`config.mk`:
```
export PLATFORM = sky130hd
export DESIGN_NAME = board_io_ctrl
export DESIGN_NICKNAME = d
export VERILOG_FILES = /design/src/rtl/board_io_ctrl.sv
export SDC_FILE = /design/constraint.sdc
export NUM_CORES = 1
export LEC_CHECK = 0
export CAP_MARGIN = 20
export CORE_MARGIN = 4
export CORE_UTILIZATION = 51
export CTS_BUF_LIST = sky130_fd_sc_hd__clkbuf_4
export CTS_CLUSTER_DIAMETER = 120
export DETAILED_ROUTE_END_ITERATION = 16
export HOLD_SLACK_MARGIN = 0.06
export PLACE_DENSITY = 0.78
export SYNTH_ARGS = -nofsm -noshare
export SYNTH_HDL_FRONTEND = slang
export SYNTH_SLANG_ARGS = --single-unit
```
`constraint.sdc`:
```
create_clock -name clk -period 1.8 [get_ports clk]
set_input_delay 0.27 -clock clk [delete_from_list [all_inputs] [get_ports clk]]
set_output_delay 0.27 -clock clk [all_outputs]
set_load 0.01 [all_outputs]
```
`src/rtl/board_io_ctrl.sv`:
```
// Board I/O front end: switch sync, key debounce/press pulses, freezable value latch, 7-seg drive.
// Latency: sw 2 cycles, key 2+DEBOUNCE_CYCLES cycles, value->hex 2 cycles; no flow control, no backpressure.
module board_io_ctrl #(
  parameter int NUM_DIGITS      = 8,
  parameter int VAL_W           = 32,
  parameter int SW_W            = 18,
  parameter int NUM_KEYS        = 4,
  parameter int DEBOUNCE_CYCLES = 270000,
  parameter int HOLD_KEY        = 1,
  parameter int BLANK_LZ        = 1
) (
  input  logic                    clk,
  input  logic                    rst,
  input  logic [NUM_KEYS-1:0]     key_n,
  input  logic [SW_W-1:0]         sw,
  input  logic [VAL_W-1:0]        value,
  output logic [SW_W-1:0]         sw_sync,
  output logic [NUM_KEYS-1:0]     key_level,
  output logic [NUM_KEYS-1:0]     key_press,
  output logic                    frozen,
  output logic [7*NUM_DIGITS-1:0] hex
);

  localparam int LAT_W = 4 * NUM_DIGITS;
  localparam int CNT_W = $clog2(DEBOUNCE_CYCLES + 1);
  localparam logic [CNT_W-1:0] CNT_LAST = CNT_W'(DEBOUNCE_CYCLES - 1);

  logic [SW_W-1:0]     sw_meta;
  logic [NUM_KEYS-1:0] key_meta;
  logic [NUM_KEYS-1:0] key_s;
  logic [NUM_KEYS-1:0] key_level_d;
  logic [CNT_W-1:0]    db_cnt [NUM_KEYS];
  logic [LAT_W-1:0]    latch;
  logic [7*NUM_DIGITS-1:0] hex_nxt;

  function automatic logic [6:0] seg7(input logic [3:0] nib);
    logic [6:0] s;
    case (nib)
      4'h0: s = 7'h40;
      4'h1: s = 7'h79;
      4'h2: s = 7'h24;
      4'h3: s = 7'h30;
      4'h4: s = 7'h19;
      4'h5: s = 7'h12;
      4'h6: s = 7'h02;
      4'h7: s = 7'h78;
      4'h8: s = 7'h00;
      4'h9: s = 7'h10;
      4'hA: s = 7'h08;
      4'hB: s = 7'h03;
      4'hC: s = 7'h46;
      4'hD: s = 7'h21;
      4'hE: s = 7'h06;
      default: s = 7'h0E;
    endcase
    return s;
  endfunction

  // Two-flop synchronisers; keys are inverted so the sample is 1 = pressed.
  always_ff @(posedge clk or negedge rst) begin
    if (!rst) begin
      sw_meta  <= '0;
      sw_sync  <= '0;
      key_meta <= '0;
      key_s    <= '0;
    end else begin
      sw_meta  <= sw;
      sw_sync  <= sw_meta;
      key_meta <= ~key_n;
      key_s    <= key_meta;
    end
  end

  // Level only moves after DEBOUNCE_CYCLES consecutive disagreeing samples.
  always_ff @(posedge clk or negedge rst) begin
    if (!rst) begin
      key_level <= '0;
      for (int k = 0; k < NUM_KEYS; k++) db_cnt[k] <= '0;
    end else begin
      for (int k = 0; k < NUM_KEYS; k++) begin
        if (key_s[k] == key_level[k]) begin
          db_cnt[k] <= '0;
        end else if (db_cnt[k] == CNT_LAST) begin
          key_level[k] <= key_s[k];
          db_cnt[k]    <= '0;
        end else begin
          db_cnt[k] <= db_cnt[k] + CNT_W'(1);
        end
      end
    end
  end

  always_ff @(posedge clk or negedge rst) begin
    if (!rst) begin
      key_level_d <= '0;
      key_press   <= '0;
    end else begin
      key_level_d <= key_level;
      key_press   <= key_level & ~key_level_d;
    end
  end

  // The load decision uses the pre-edge frozen, so the freezing edge still captures.
  always_ff @(posedge clk or negedge rst) begin
    if (!rst) begin
      frozen <= 1'b0;
      latch  <= '0;
    end else begin
      if (key_press[HOLD_KEY]) frozen <= ~frozen;
      if (!frozen) latch <= LAT_W'(value);
    end
  end

  always_comb begin
    logic above_nz;
    hex_nxt  = '1;
    above_nz = 1'b0;
    for (int i = NUM_DIGITS - 1; i >= 0; i--) begin
      above_nz = above_nz | (latch[4*i +: 4] != 4'h0);
      if (BLANK_LZ == 0 || i == 0 || above_nz)
        hex_nxt[7*i +: 7] = seg7(latch[4*i +: 4]);
      else
        hex_nxt[7*i +: 7] = 7'h7F;
    end
  end

  always_ff @(posedge clk or negedge rst) begin
    if (!rst) hex <= '1;
    else      hex <= hex_nxt;
  end

endmodule
```
==> results_dict.tcl <==
set metrics [dict create \
    ios 139 \
    synthFlopType "dfrtp_1" \
    syn_area_um2 10100 \
    grt_pass1_wl_um 37500 \
    r2r-start "db_cnt[61]" \
    hp-class "in -> async" \
    worst_slack_ns -0.150 \
    peakVddDrop_mv 0.611 \
    reg2reg_slack_ns -0.15 \
    gr-usage-met1 0.265 \
    rsz0062_at_grt "yes" \
    setup_viol_count_final 15 \
    vias_per_cell 5.22 \
    fill_cells 1459 \
    comb_power_share 0.104 \
    synth.area.top_cells "dfrtp_1 41%, dfstp_2 15%, ha_1 5.8%" \
    antenna_violating_nets_post_route 0 \
    clock_skew_ns 0.0268 \
    swShare 0.251 \
    num_vias 7763 \
    grt_use_met3 0.0495 \
    drv_cap 0 \
    grt-ovfl-total 0 \
    grt_max_degree 52 \
    fin_nets 1277 \
    synth_async_sr_flop_share 1.00 \
    drive_gt1_frac 0.231 \
    synth_cell_type_count 54 \
    yosysTopAreaCellShare 0.408 \
    p_int_uw 7990 \
    post-route-min-period_ns 1.95 \
    die_w_um 149 \
    p_seq_frac 0.504 \
    crit_path_max_fanout 6 \
    synth_cells 915 \
    wirelength_um 22400 \
    ys_ff_latch 221 \
    dp_hpwl_um 15500 \
    final_common_cell "dfrtp_1" \
    clk_pin_slew_ns 0.07 \
    outcome "complete, but fails checks" \
    antenna_found_initial 2 \
    cts.sinks 221 \
    postSynthAreaPerCell_um2 11.1 \
    core_area_um2 19500 \
    tightest_slew_ns 0.512 \
    grt_pass1_vias 7911 \
    worstSetupPathType "reg -> reg" \
    synth-edff-count 0 \
    cts_tree "yes" \
    layout.cells.non_filler 1488 \
    rr_worst_depth 5 \
    port_buffers 138 \
    critical_path_arrival_ns 2.47 \
    slew_headroom 0.657 \
    critPathRequiredTime_ns 2.32 \
    syn_to_final_growth_pct 31.4 \
    numCtsBuffers 56 \
    seq_area_frac_synth 0.554 \
    dr.pass1.iters 5 \
    cts-root-buf "clkbuf_4" \
    die-area_um2 22200 \
    reg2reg_to "db_cnt[57]" \
    grt.met2_usage 0.342 \
    switchingPower_uw 2670 \
    grt_busiest_layer "met2" \
    synth_warnings 0 \
    dp_cells 1352 \
    die_h_um 149 \
    leakage_uw 0.00597 \
    final_cell_mix "162 x dfrtp_1, 81 x nor2_1, 78 x clkbuf_4" \
    slew_viol_final 0 \
    drcViolationCount 0 \
    clock_power_share 0.392 \
    clkLatencyLatePin_ns 0.65 \
    syn_nets 1018 \
    initial_core_util 0.520 \
    gp_congestion 0.830 \
    p_per_area_nw_per_um2 802 \
    drtIter0Drc 379 \
    violations "setup timing" \
    end_kind "flop" \
    yosys.area.top_type "dfrtp_1" \
    start_kind "flop" \
    grt_use_total 0.205 \
    pre_cts_slack_ns -0.121 \
    finalHoldViolCount 0 \
    wl_per_cell_um 15.0 \
    htreeDepth 2 \
    fp-row-count 51 \
    fin_crit_sh 1.08 \
    cts_buffer_depth 3 \
    clock.fmax_ghz 0.513 \
]
## power groups by stage
| stage | combinational (uW) | sequential (uW) | clock (uW) |
|---|---|---|---|
| 2_1_floorplan | 413 | 5520 | 0 |
| 3_3_place_gp | 1150 | 5460 | 0 |
| 3_5_place_dp | 1170 | 5460 | 0 |
| 4_1_cts | 1120 | 5370 | 4320 |
| 5_1_grt | 1230 | 5400 | 4650 |
| 6_report | 1110 | 5370 | 4180 |
## area by class of cell
| class | instances | area, um^2 | area share |
|---|---|---|---|
| inverters | 39 | 146 | 0.0110 |
| flip-flops and latches | 221 | 5600 | 0.422 |
| clock buffers | 78 | 586 | 0.0441 |
| well taps | 265 | 332 | 0.0249 |
| multi-input cells | 621 | 4320 | 0.325 |
| clock inverters | 28 | 144 | 0.0108 |
| diodes | 1 | 2.50 | 0.000188 |
| repair buffers | 235 | 2160 | 0.163 |
## logic make-up after synthesis
kind of cell / after synthesis / share of synthesized area
adder cells (fa/ha/maj): 47 / 0.0581
AO/OA/AOI/OAI: 137 / 0.0903
buffers and inverters: 73 / 0.0281
multiplexers: 51 / 0.0568
flip-flops: 221 / 0.554
AND/OR/NAND/NOR: 328 / 0.163
XOR/XNOR: 58 / 0.0502
## through the flow
| step | hold slack (ns) | area, um^2 | setup TNS [ns] | utilization | total power, uW |
|---|---|---|---|---|---|
| 2_1_floorplan | -0.0256 | 10100 | -1.56 | - | 5930 |
| 3_3_place_gp | 0.218 | 12300 | -0.499 | 0.632 | 6600 |
| 3_5_place_dp | 0.216 | 12300 | -1.65 | 0.632 | 6630 |
| 4_1_cts | 0.0688 | 13200 | -1.51 | 0.677 | 10800 |
| 5_1_grt | 0.0928 | 13300 | -2.85 | 0.683 | 11300 |
| 6_report | 0.138 | 13300 | -2.11 | 0.683 | 10700 |
## layer usage
layer  vias up  wire length (um)
met4         2               434
met5         -                13
met1      3759              9710
li1       3760                 -
met3        46              1120
met2       196             11100
## synth_stat cells, drive strengths merged, types with 5 or more instances
cell type / count
nand2: 66
nand3: 49
and4: 7
ha: 47
inv: 39
nor2: 81
nand3b: 5
and3: 13
o21ai: 42
o31ai: 7
nand2b: 12
nor4: 19
mux2i: 9
dfrtp: 165
nor3: 16
clkbuf: 31
mux2: 41
xor2: 25
or3: 11
xnor2: 33
o21a: 9
dfstp: 56
o211ai: 27
a21oi: 25
nor2b: 13
nand4: 20
## repair_timing
item / in CTS / in global routing
buffers inserted: 3 / 4
hold buffers: 21 / 1
endpoints found under the hold margin: 207 / 1
pin swaps: 0 / 6
setup endpoints to repair: 110 / 74
gates resized for setup: 87 / 27
## worst max-delay path, cell delays in order, from the launching register on
cell	delay [ns]
dfrtp_1	0.40
or4b_4	0.52
or4_4	0.44
o31ai_4	0.23
buf_4	0.19
nor2_1	0.04
## sequential cells by signal (all words and copies together), names as in the netlist
| register | count |
|---|---|
| frozen | 1 |
| db_cnt | 76 |
| hex | 56 |
| sw_sync | 18 |
| key_press | 4 |
| sw_meta | 18 |
| key_s | 4 |
| latch | 32 |
| key_meta | 4 |
| key_level_d | 4 |
| key_level | 4 |
## worst max path at each step
stage	startpoint	slack, ns	to
floorplan	db_cnt[71]	-0.15	db_cnt[64]
global placement	db_cnt[71]	-0.05	db_cnt[72]
detailed placement	db_cnt[71]	-0.12	db_cnt[72]
CTS	db_cnt[71]	-0.11	db_cnt[72]
global route	db_cnt[71]	-0.20	db_cnt[57]
finish	db_cnt[61]	-0.15	db_cnt[57]
Power figures use the tool's default switching activity.
